File: src/rtl/fetch_unit.sv
// Instruction fetch: PC register, single-outstanding imem request, small prediction-carrying
// FIFO to decode, and a DRAIN state that retires an in-flight request after a redirect.
module fetch_unit #(
    parameter logic [31:0] RESET_PC = 32'h0000_0000,
    parameter int unsigned QDEPTH   = 2
) (
    input  logic        clk,
    input  logic        rst,
    output logic [31:0] pred_pc,
    input  logic        pred_taken,
    input  logic [31:0] pred_target,
    output logic        imem_req,
    output logic [31:0] imem_addr,
    input  logic        imem_ready,
    input  logic [31:0] imem_rdata,
    input  logic        flush,
    input  logic [31:0] flush_pc,
    output logic        if_valid,
    input  logic        if_ready,
    output logic [31:0] if_instr,
    output logic [31:0] if_pc,
    output logic        if_predict,
    output logic [31:0] if_pred_target
);

    localparam int unsigned PtrW = (QDEPTH > 1) ? $clog2(QDEPTH) : 1;
    localparam int unsigned CntW = PtrW + 1;
    localparam logic [31:0] AlignMask = 32'hFFFF_FFFC;

    typedef enum logic [0:0] {StFetch, StDrain} state_e;

    state_e          state_q, state_d;
    logic [31:0]     pc_q, pc_d;
    logic [31:0]     redir_q, redir_d;
    logic [CntW-1:0] count_q, count_d;
    logic [PtrW-1:0] wptr_q, wptr_d;
    logic [PtrW-1:0] rptr_q, rptr_d;

    logic [31:0] q_pc     [QDEPTH];
    logic [31:0] q_instr  [QDEPTH];
    logic        q_pred   [QDEPTH];
    logic [31:0] q_target [QDEPTH];

    logic accept, push, pop;

    // Request depends only on registered state; rst gating keeps it low while in reset.
    assign imem_req  = !rst && ((state_q == StDrain) || (count_q < CntW'(QDEPTH)));
    assign imem_addr = pc_q & AlignMask;
    assign pred_pc   = pc_q & AlignMask;
    assign accept    = imem_req && imem_ready;

    assign if_valid       = !rst && (count_q != '0);
    assign if_pc          = if_valid ? q_pc[rptr_q]     : '0;
    assign if_instr       = if_valid ? q_instr[rptr_q]  : '0;
    assign if_predict     = if_valid ? q_pred[rptr_q]   : 1'b0;
    assign if_pred_target = if_valid ? q_target[rptr_q] : '0;
    assign pop            = if_valid && if_ready;

    always_comb begin
        state_d = state_q;
        pc_d    = pc_q;
        redir_d = redir_q;
        count_d = count_q;
        wptr_d  = wptr_q;
        rptr_d  = rptr_q;
        push    = 1'b0;
        unique case (state_q)
            StFetch: begin
                if (flush) begin
                    count_d = '0;
                    wptr_d  = '0;
                    rptr_d  = '0;
                    // An unfinished request must complete before the redirect takes effect.
                    if (imem_req && !imem_ready) begin
                        redir_d = flush_pc & AlignMask;
                        state_d = StDrain;
                    end else begin
                        pc_d = flush_pc & AlignMask;
                    end
                end else begin
                    push = accept;
                    if (accept) begin
                        pc_d = pred_taken ? (pred_target & AlignMask) : pc_q + 32'd4;
                    end
                    if (push) wptr_d = wptr_q + 1'b1;
                    if (pop)  rptr_d = rptr_q + 1'b1;
                    count_d = count_q + CntW'(push) - CntW'(pop);
                end
            end
            StDrain: begin
                if (flush) redir_d = flush_pc & AlignMask;
                if (imem_ready) begin
                    state_d = StFetch;
                    pc_d    = flush ? (flush_pc & AlignMask) : redir_q;
                end
            end
            default: state_d = StFetch;
        endcase
    end

    always_ff @(posedge clk) begin
        if (rst) begin
            state_q <= StFetch;
            pc_q    <= RESET_PC & AlignMask;
            redir_q <= RESET_PC & AlignMask;
            count_q <= '0;
            wptr_q  <= '0;
            rptr_q  <= '0;
        end else begin
            state_q <= state_d;
            pc_q    <= pc_d;
            redir_q <= redir_d;
            count_q <= count_d;
            wptr_q  <= wptr_d;
            rptr_q  <= rptr_d;
        end
    end

    // Storage needs no reset: every read is gated by if_valid.
    always_ff @(posedge clk) begin
        if (push) begin
            q_pc[wptr_q]     <= pc_q & AlignMask;
            q_instr[wptr_q]  <= imem_rdata;
            q_pred[wptr_q]   <= pred_taken;
            q_target[wptr_q] <= pred_target;
        end
    end

endmodule
File: config.mk
export PLATFORM = sky130hd
export DESIGN_NAME = fetch_unit
export DESIGN_NICKNAME = d
export VERILOG_FILES = /design/src/rtl/fetch_unit.sv
export SDC_FILE = /design/constraint.sdc
export NUM_CORES = 1
export LEC_CHECK = 0
export CELL_PAD_IN_SITES_DETAIL_PLACEMENT = 1
export CELL_PAD_IN_SITES_GLOBAL_PLACEMENT = 1
export CORE_MARGIN = 2
export CORE_UTILIZATION = 44
export CTS_BUF_LIST = sky130_fd_sc_hd__clkbuf_8
export CTS_CLUSTER_SIZE = 24
export DETAILED_ROUTE_END_ITERATION = 8
export PLACE_DENSITY = 0.9
export SLEW_MARGIN = 20
export SYNTH_ARGS = -nofsm -noshare
export SYNTH_HDL_FRONTEND = slang
export SYNTH_SLANG_ARGS = --single-unit
File: constraint.sdc
create_clock -name clk -period 15.2 [get_ports clk]
set_clock_uncertainty 0.15 [all_clocks]
set_input_delay 1.52 -clock clk [delete_from_list [all_inputs] [get_ports clk]]
set_output_delay 1.52 -clock clk [all_outputs]
set_load 0.05 [all_outputs]
==> results of run 1 <==
-- critical path, delay by kind of cell --
kind / cells / cell delay [ps]
buf+inv: 4 / 1940
compound gates: 1 / 260
simple gates: 1 / 140
-- Yosys cell counts, types with 6 or more instances --
| cell type | instances |
|---|---|
| a211oi_1 | 15 |
| buf_1 | 11 |
| nand2_1 | 97 |
| nand3_1 | 15 |
| o21ai_0 | 38 |
| a31oi_1 | 7 |
| mux2i_1 | 103 |
| nor3_1 | 7 |
| a21oi_1 | 46 |
| o22ai_1 | 6 |
| inv_1 | 13 |
| dfxtp_1 | 66 |
| clkbuf_1 | 53 |
| nor2_1 | 133 |
| buf_4 | 36 |
| and3_1 | 13 |
| a221oi_1 | 13 |
| o211ai_1 | 9 |
| edfxtp_1 | 190 |
| xnor2_1 | 7 |
| a22oi_1 | 7 |
| nor4_1 | 9 |
| nand4_1 | 9 |
-- metal layers --
metal  track usage  share of wire
met1         0.297           0.39
met3        0.0505          0.067
met2         0.444           0.51
met5             0              0
met4         0.102          0.035
-- logic make-up (layout without fill, tap and decap cells) --
logic type               count (synthesis)  count (layout)  share of synthesized area
AO/OA/AOI/OAI                          174             174                      0.100
XOR/XNOR                                12              12                    0.00931
adder cells (fa/ha/maj)                  3               3                    0.00332
buffers and inverters                  116             365                     0.0514
flip-flops                             256             256                      0.622
multiplexers                           104             104                     0.0923
other                                    1              10                   0.000332
AND/OR/NAND/NOR                        308             308                      0.121
-- how the worst min path moves through the flow --
stage	to	slack, ps
global placement	redir_q[6]	290
floorplan	redir_q[10]	280
detailed placement	redir_q[5]	300
finish	redir_q[5]	300
global route	redir_q[5]	320
CTS	redir_q[5]	310
-- state kept, by name, indices dropped and copies added (netlist names), named ones only --
| name | cells |
|---|---|
| count_q | 2 |
| redir_q | 30 |
| wptr_q | 1 |
| pc_q | 30 |
| state_q | 1 |
| q_pred | 2 |
| rptr_q | 1 |
| q_pc | 60 |
| q_target | 64 |
| q_instr | 64 |
-- through the flow --
stage | instance area, um2 | instances | hold WS (ps) | power (mW) | setup slack, ps
4_1_cts | 14700 | 1558 | 305 | 1.62 | 9600
3_5_place_dp | 13900 | 1477 | 297 | 1.04 | 9590
3_3_place_gp | 13900 | 1477 | 287 | 1.03 | 9630
2_1_floorplan | 11300 | 979 | 282 | 0.950 | 7870
6_report | 14700 | 1562 | 302 | 1.60 | 9580
5_1_grt | 14700 | 1561 | 322 | 1.66 | 9480
-- power by group through the flow --
stage / sequential (mW) / combinational (mW) / clock (mW)
after global routing: 0.805 / 0.238 / 0.618
after floorplan: 0.831 / 0.119 / 0
after global placement: 0.814 / 0.217 / 0
final: 0.802 / 0.226 / 0.576
after detailed placement: 0.817 / 0.224 / 0
after CTS: 0.802 / 0.225 / 0.590
-- area by class of cell --
| cell class | count | area [um2] | share of cell area |
|---|---|---|---|
| antenna | 4 | 10.0 | 0.000681 |
| clock buffer | 49 | 674 | 0.0458 |
| clock inverter | 32 | 134 | 0.00910 |
| inverter | 13 | 48.8 | 0.00332 |
| multi-input combinational | 607 | 3730 | 0.254 |
| sequential | 256 | 7030 | 0.478 |
| tap | 330 | 413 | 0.0281 |
| timing repair buffer | 271 | 2670 | 0.181 |
==> flow_summary.toml, run 1 <==
[setup_path]
r2r-end = "q_pc[0][11]"
crit_required_ps = 13530
path_class = "in2out"
worstPathCellList = "buf_2 -> buf_4 -> o21bai_4 -> buf_4 -> nor2_1 -> clkdlybuf4s50_1"
cp_common_cell = "buf_4"
r2r_cells = 6
startpoint = "rst"
max_stage_delay_ps = 760
crit_fanout = 72
reg2reg_slack_ps = 11880
cp-start-kind = "primary input"
arrival_ps = 3950
r2r-start = "count_q[1]"
end_kind = "output pin"
critPathCapture = "if_pred_target[4]"
slowest_stage = "clkdlybuf4s50_1"

[placed_design]
hpwl_mm = 22.5
gp_congestion = 0.831
numPortBuffers = 256

[clock_tree]
path_clk_slew_ps = 60
postCtsHoldBufs = 0
ctsRootBufferMaster = "clkbuf_8"
post_cts_buffers = 0
cts_tree = "built"
clock_latency_ps = 570
clockBufferDepth = 3
numClockSinks = 256
post_cts_resize_count = 0
cts_made_buffers = 44
htreeDepth = 2

[timing]
finalMaxSlewViolations = 0
worst_pin_slew_ps = 1030
rsz0062_at_grt = "no"
max_freq_mhz = 178
finalSetupViolations = 0
slew_headroom = 0.317
min_period_ps = 5620
final_hold_viol_count = 0
period_share = 0.370
fin_tns_setup_ps = 0

[synth]
ys_async_sr_fraction = 0
yosys.area.top_type = "edfxtp_1"
synth_top_area_share = 0.505
synth_flop_cell = "edfxtp_1"
yosysWarnings = 0
syn_avg_cell_area_um2 = 11.6
synth_edf_count = 190
ys_ff_latch = 256
syn_area_um2 = 11300
seq_area_frac_synth = 0.622
synth.area.top_cells = "edfxtp_1, dfxtp_1, mux2i_1"
postSynthCellCount = 974
synth_cell_types = 62

[global_routing]
grt_pass1_vias = 9169
antenna_found_initial = 4
overflow = 0
grt_max_degree = 73
grt_pass1_wl_mm = 52.0
grt.total_usage = 0.251

[power_and_ir_drop]
power.leakage_nw = 4.85
peakVddDrop_v = 0.0000671
switching_share = 0.283
powerDensity_nw_per_um2 = 109
p_sw_mw = 0.454
combPwrFrac = 0.141
power.share.clock = 0.359
seqPwrFrac = 0.500
power.internal_mw = 1.15

[min_path]
hold_depth = 2
min_from = "redir_q[5]"
hold_class = "reg2reg"

[floorplanning]
die_w_um = 164
ios = 265
core-area_um2 = 25200
die_y_um = 164
fp-row-count = 58
initial_utilization = 0.448
die-area_um2 = 27000

[drt]
antenna_left = 0
wl_per_cell_um = 22.3
vias_per_cell = 5.65
drc = 0
drt_pass1_iterations = 5
vias = 8830
drt_iter0_drc = 672
drt_wl_total_mm = 34.9

[final_layout]
drive_above_1_share = 0.0725
syn2layout_area_growth_pct = 30.3
layout_common_cells = "clkdlybuf4s50_1, edfxtp_1, nor2_1"
final_common_cell = "clkdlybuf4s50_1"
post-route-util = 0.584
fill_cells = 2639
nNetsFinal = 1298

[status]
status = "finished, final reports clean"

[job]
cap_violations = 0
Power figures use the tool's default switching activity.
==> run 2: changes to the inputs <==
- CORE_UTILIZATION: 44 -> 41
- PLACE_DENSITY: 0.9 -> 0.85
- clock period: 15.2 -> 5.81 ns (I/O delays scaled with it)
==> run 2 against run 1 <==
Compared with the run above:
- non-clock buffer count is 1 higher
- combinational power grew to 2.6 times the previous value
- cell count is 0.32% higher
- sequential power grew to 2.6 times the previous value
- first-iteration DRC count is 8.2% lower
- wire length is 4.3% lower
- register-to-register slack worse by 9000 ps
- clock-buffer cell count is 1 lower
- sequential share of layout area is 0.23 points lower
- critical path depth is 2 lower
- critical path type is now reg2out
- critical endpoint is now if_pc[3]
- largest cell class unchanged
==> flow_summary.toml, run 2 (synthesis gave the netlist of run 1 again) <==
[clock_tree]
post_cts_buffers = 0
numClockSinks = 256
ctsRootBufferMaster = "clkbuf_8"
cts_made_buffers = 43
clockBufferDepth = 3
path_clk_slew_ps = 60
cts_tree = "built"
htreeDepth = 2
postCtsHoldBufs = 0
clock_latency_ps = 550
post_cts_resize_count = 0

[timing]
max_freq_mhz = 265
rsz0062_at_grt = "no"
final_hold_viol_count = 0
finalMaxSlewViolations = 0
finalSetupViolations = 0
timing.hold.ws_ps = 302
min_period_ps = 3770
worst_pin_slew_ps = 992
slew_headroom = 0.337
fin_tns_setup_ps = 0
period_share = 0.648

[power_and_ir_drop]
power.share.clock = 0.360
powerDensity_nw_per_um2 = 284
p_sw_mw = 1.16
seqPwrFrac = 0.499
peakVddDrop_v = 0.000188
switching_share = 0.276
power.leakage_nw = 4.88
power.internal_mw = 3.04
combPwrFrac = 0.140

[min_path]
hold_class = "reg2reg"
holdPathEnd = "redir_q[7]"
hold_depth = 2
min_from = "redir_q[7]"

[floorplanning]
core-area_um2 = 27000
die_w_um = 170
die_y_um = 170
ios = 265
initial_utilization = 0.418
fp-row-count = 60
die-area_um2 = 28900

[global_routing]
antenna_found_initial = 1
grt_pass1_wl_mm = 51.5
grt.total_usage = 0.230
grt_max_degree = 72
overflow = 0
grt_pass1_vias = 9122

[drt]
wl_per_cell_um = 21.3
drt_iter0_drc = 617
drt_wl_total_mm = 33.4
drc = 0
antenna_left = 0
vias = 8661
drt_pass1_iterations = 5
vias_per_cell = 5.53

[setup_path]
reg2reg_slack_ps = 2850
crit_required_ps = 5080
crit_fanout = 65
r2r_cells = 6
cp-start-kind = "flip-flop"
end_kind = "output pin"
r2r-end = "pc_q[31]"
r2r-start = "state_q"
arrival_ps = 3040
path_class = "reg2out"

[placed_design]
gp_congestion = 0.800
hpwl_mm = 22.5
numPortBuffers = 256

[final_layout]
multiInputGateArea_um2 = 3730
layout_common_cells = "clkdlybuf4s50_1, edfxtp_1, nor2_1"
final_common_cell = "clkdlybuf4s50_1"
nNetsFinal = 1298
fill_cells = 2845
reg_top3 = "q_instr x64, q_target x64, q_pc x60"
regArea_um2 = 7030
syn2layout_area_growth_pct = 30.9
drive_above_1_share = 0.0718

[job]
cap_violations = 0

[status]
status = "finished, final reports clean"
[run 2: metal layers]
layer | wire (um) | vias up | global-route usage | part of all wire
met2 | 17200 | 306 | 0.416 | 0.51
met5 | 0 | - | 0 | 0
met3 | 2060 | 61 | 0.0451 | 0.062
met1 | 13200 | 4329 | 0.274 | 0.40
met4 | 940 | 0 | 0.0740 | 0.028
li1 | - | 3965 | - | -
[run 2: worst max path at each step]
| stage | from | endpoint | slack [ps] | depth (start not counted) |
|---|---|---|---|---|
| 2_1_floorplan | rst | q_instr[0][0] | 1000 | 4 |
| 3_3_place_gp | rst | pc_q[31] | 2060 | 7 |
| 3_5_place_dp | rst | pc_q[31] | 2040 | 7 |
| 4_1_cts | flip-flop | if_pc[28] | 1970 | 4 |
| 5_1_grt | flip-flop | if_pc[3] | 1850 | 4 |
| 6_report | count_q[1] | if_pc[3] | 2040 | 4 |
[run 2: area by class of cell]
| class | count | area share |
|---|---|---|
| Sequential cell | 256 | 0.476 |
| Multi-Input combinational cell | 607 | 0.253 |
| Timing Repair Buffer | 272 | 0.185 |
| Clock buffer | 48 | 0.0447 |
| Tap cell | 341 | 0.0289 |
| Clock inverter | 29 | 0.00999 |
| Inverter | 13 | 0.00330 |
| Antenna cell | 1 | 0.000169 |
[run 2: power groups by stage]
stage	Clock, mW	Sequential (mW)	Combinational (mW)
final	1.51	2.10	0.590
after global routing	1.62	2.10	0.627
after CTS	1.55	2.10	0.590
after detailed placement	0	2.14	0.587
after global placement	0	2.13	0.572
after floorplan	0	2.17	0.312
[run 2: worst max-delay path: stages, from the launching register on]
cell,delay [ps]
dfxtp_1,410
o21bai_4,830
buf_12,350
nor2_1,90
clkdlybuf4s50_1,740
[run 2: metrics by stage]
| stage | instances | worst slack [ps] | power, mW | instance area (um2) | utilization |
|---|---|---|---|---|---|
| 3_5_place_dp | 1488 | 2040 | 2.72 | 13900 | 0.516 |
| 5_1_grt | 1567 | 1850 | 4.35 | 14800 | 0.547 |
| 3_3_place_gp | 1488 | 2060 | 2.70 | 13900 | 0.516 |
| 2_1_floorplan | 979 | 998 | 2.48 | 11300 | - |
| 4_1_cts | 1565 | 1970 | 4.24 | 14800 | 0.546 |
| 6_report | 1567 | 2040 | 4.20 | 14800 | 0.547 |
==> run 3: changes to the inputs <==
- CORE_UTILIZATION: 41 -> 37
- PLACE_DENSITY: 0.85 -> 0.81
- clock period: 5.81 -> 3.45 ns (I/O delays scaled with it)
==> run 3 against run 2 <==
Compared with the run above:
- utilization decreased by 4.3 points
- critical path depth stayed put
- die area increased by 11%
- register-to-register slack worse by 2100 ps
- total power grew 70%
- sequential cell count unchanged
- global-route usage fell by 2.5 points
- clock-buffer cell count stayed put
- worst setup slack got worse by 1700 ps
- non-clock buffer count rose by 22
- largest cell class unchanged
- highest routed layer unchanged
==> flow_summary.toml, run 3 (synthesis gave the netlist of run 1 again) <==
[timing]
final_hold_viol_count = 0
min_period_ps = 3160
max_freq_mhz = 317
finalSetupViolations = 0
period_share = 0.915
worst_pin_slew_ps = 729
fin_tns_setup_ps = 0
timing.hold.ws_ps = 214
slew_headroom = 0.514
finalMaxSlewViolations = 0
rsz0062_at_grt = "no"

[status]
status = "finished, final reports clean"

[floorplanning]
die_w_um = 179
die_y_um = 179
die-area_um2 = 31900
core-area_um2 = 29900
initial_utilization = 0.378
ios = 265
fp-row-count = 63

[placed_design]
hpwl_mm = 23.1
gp_congestion = 0.794
numPortBuffers = 256
place_area_um2 = 14200

[global_routing]
grt_pass1_wl_mm = 50.1
overflow = 0
grt_pass1_vias = 8781
grt.total_usage = 0.204
antenna_found_initial = 1
grt_max_degree = 65

[setup_path]
cp-start-kind = "flip-flop"
crit_required_ps = 2950
worstPathCellList = "buf_12 -> mux2i_1 -> nor2_1 -> clkdlybuf4s50_1"
r2r-start = "pc_q[3]"
path_class = "reg2out"
arrival_ps = 2660
crit_fanout = 29
r2r_cells = 7
end_kind = "output pin"
reg2reg_slack_ps = 780
max_stage_delay_ps = 810
slowest_stage = "clkdlybuf4s50_1"
r2r-end = "pc_q[16]"

[clock_tree]
numClockSinks = 256
post_cts_buffers = 0
path_clk_slew_ps = 70
htreeDepth = 2
ctsRootBufferMaster = "clkbuf_8"
clock_latency_ps = 560
clockBufferDepth = 3
cts_tree = "built"
cts_made_buffers = 44

[power_and_ir_drop]
powerDensity_nw_per_um2 = 473
peakVddDrop_v = 0.000326
power.share.clock = 0.363
switching_share = 0.278
p_sw_mw = 1.98
seqPwrFrac = 0.491
combPwrFrac = 0.146
power.leakage_nw = 5.01
power.internal_mw = 5.15

[min_path]
holdPathEnd = "redir_q[14]"
hold_class = "in2reg"
hold_depth = 3
min_from = "flush_pc[14]"

[drt]
drc = 0
drt_wl_total_mm = 33.1
vias = 8562
antenna_left = 0
vias_per_cell = 5.22
drt_iter0_drc = 548
wl_per_cell_um = 20.2
drt_pass1_iterations = 5

[final_layout]
layout_common_cells = "clkdlybuf4s50_1, edfxtp_1, nor2_1"
regArea_um2 = 7030
fin_area_um2 = 15100
multiInputGateArea_um2 = 3730
nNetsFinal = 1321
final_common_cell = "clkdlybuf4s50_1"
reg_top3 = "q_instr x64, q_target x64, q_pc x60"
syn2layout_area_growth_pct = 33.4
drive_above_1_share = 0.0905
fill_cells = 3167
post-route-util = 0.504

[job]
cap_violations = 0
-- run 3: changes by cell type in the layout (fill, tap and decap cells not counted), moves of 3 or more --
cell | previous run | this run
buf_12 | 3 | 8
buf_4 | 12 | 29
clkinv_1 | 6 | 3
clkinv_2 | 3 | 6
-- run 3: worst max path at each step --
| stage | start | to | slack [ps] | cells past startpoint |
|---|---|---|---|---|
| 6_report | flip-flop | if_instr[6] | 290 | 4 |
| 5_1_grt | flip-flop | if_instr[6] | 130 | 4 |
| 4_1_cts | flip-flop | if_instr[6] | 210 | 4 |
| 3_5_place_dp | pred_taken | pc_q[21] | 710 | 5 |
| 3_3_place_gp | imem_ready | q_target[0][17] | 760 | 4 |
| 2_1_floorplan | state_q | q_instr[0][0] | 60 | 5 |
-- run 3: layout make-up --
cell class	instances	area share
antenna	1	0.000166
clock buffer	48	0.0439
clock inverter	30	0.0106
inverter	13	0.00324
multi-input combinational	607	0.248
sequential	256	0.467
tap	390	0.0324
timing repair buffer	294	0.195
-- run 3: metrics by stage --
stage | setup WS, ps | total power, mW | instances
floorplan | 57.7 | 4.18 | 979
global placement | 764 | 4.58 | 1559
detailed placement | 707 | 4.61 | 1559
CTS | 214 | 7.22 | 1638
global route | 134 | 7.41 | 1639
finish | 293 | 7.13 | 1639
-- run 3: layer usage --
layer  vias to the layer above  GRT usage  part of all wire
met3                        63     0.0407             0.066
li1                       4013          -                 -
met4                         0     0.0633             0.025
met5                         -          0                 0
met2                       276      0.367              0.51
met1                      4210      0.246              0.40
-- run 3: repair_timing --
action / in CTS / in global routing
gates resized for setup: 0 / 0
hold buffers: 1 / 0
endpoints found under the setup margin: 0 / 0
endpoints found under the hold margin: 5 / 0
-- run 3: power groups by stage --
| stage | logic (mW) | clock network, mW | registers [mW] |
|---|---|---|---|
| final | 1.04 | 2.59 | 3.50 |
| after global routing | 1.10 | 2.80 | 3.51 |
| after CTS | 1.05 | 2.67 | 3.50 |
| after detailed placement | 1.04 | 0 | 3.57 |
| after global placement | 1.02 | 0 | 3.56 |
| after floorplan | 0.526 | 0 | 3.66 |
-- run 3: critical path, delay by kind of cell, from the launching register on --
family / cells / cell delay, ps
buffers and inverters: 2 / 1120
flip-flops: 1 / 710
multiplexers: 1 / 130
AND/OR/NAND/NOR: 1 / 120
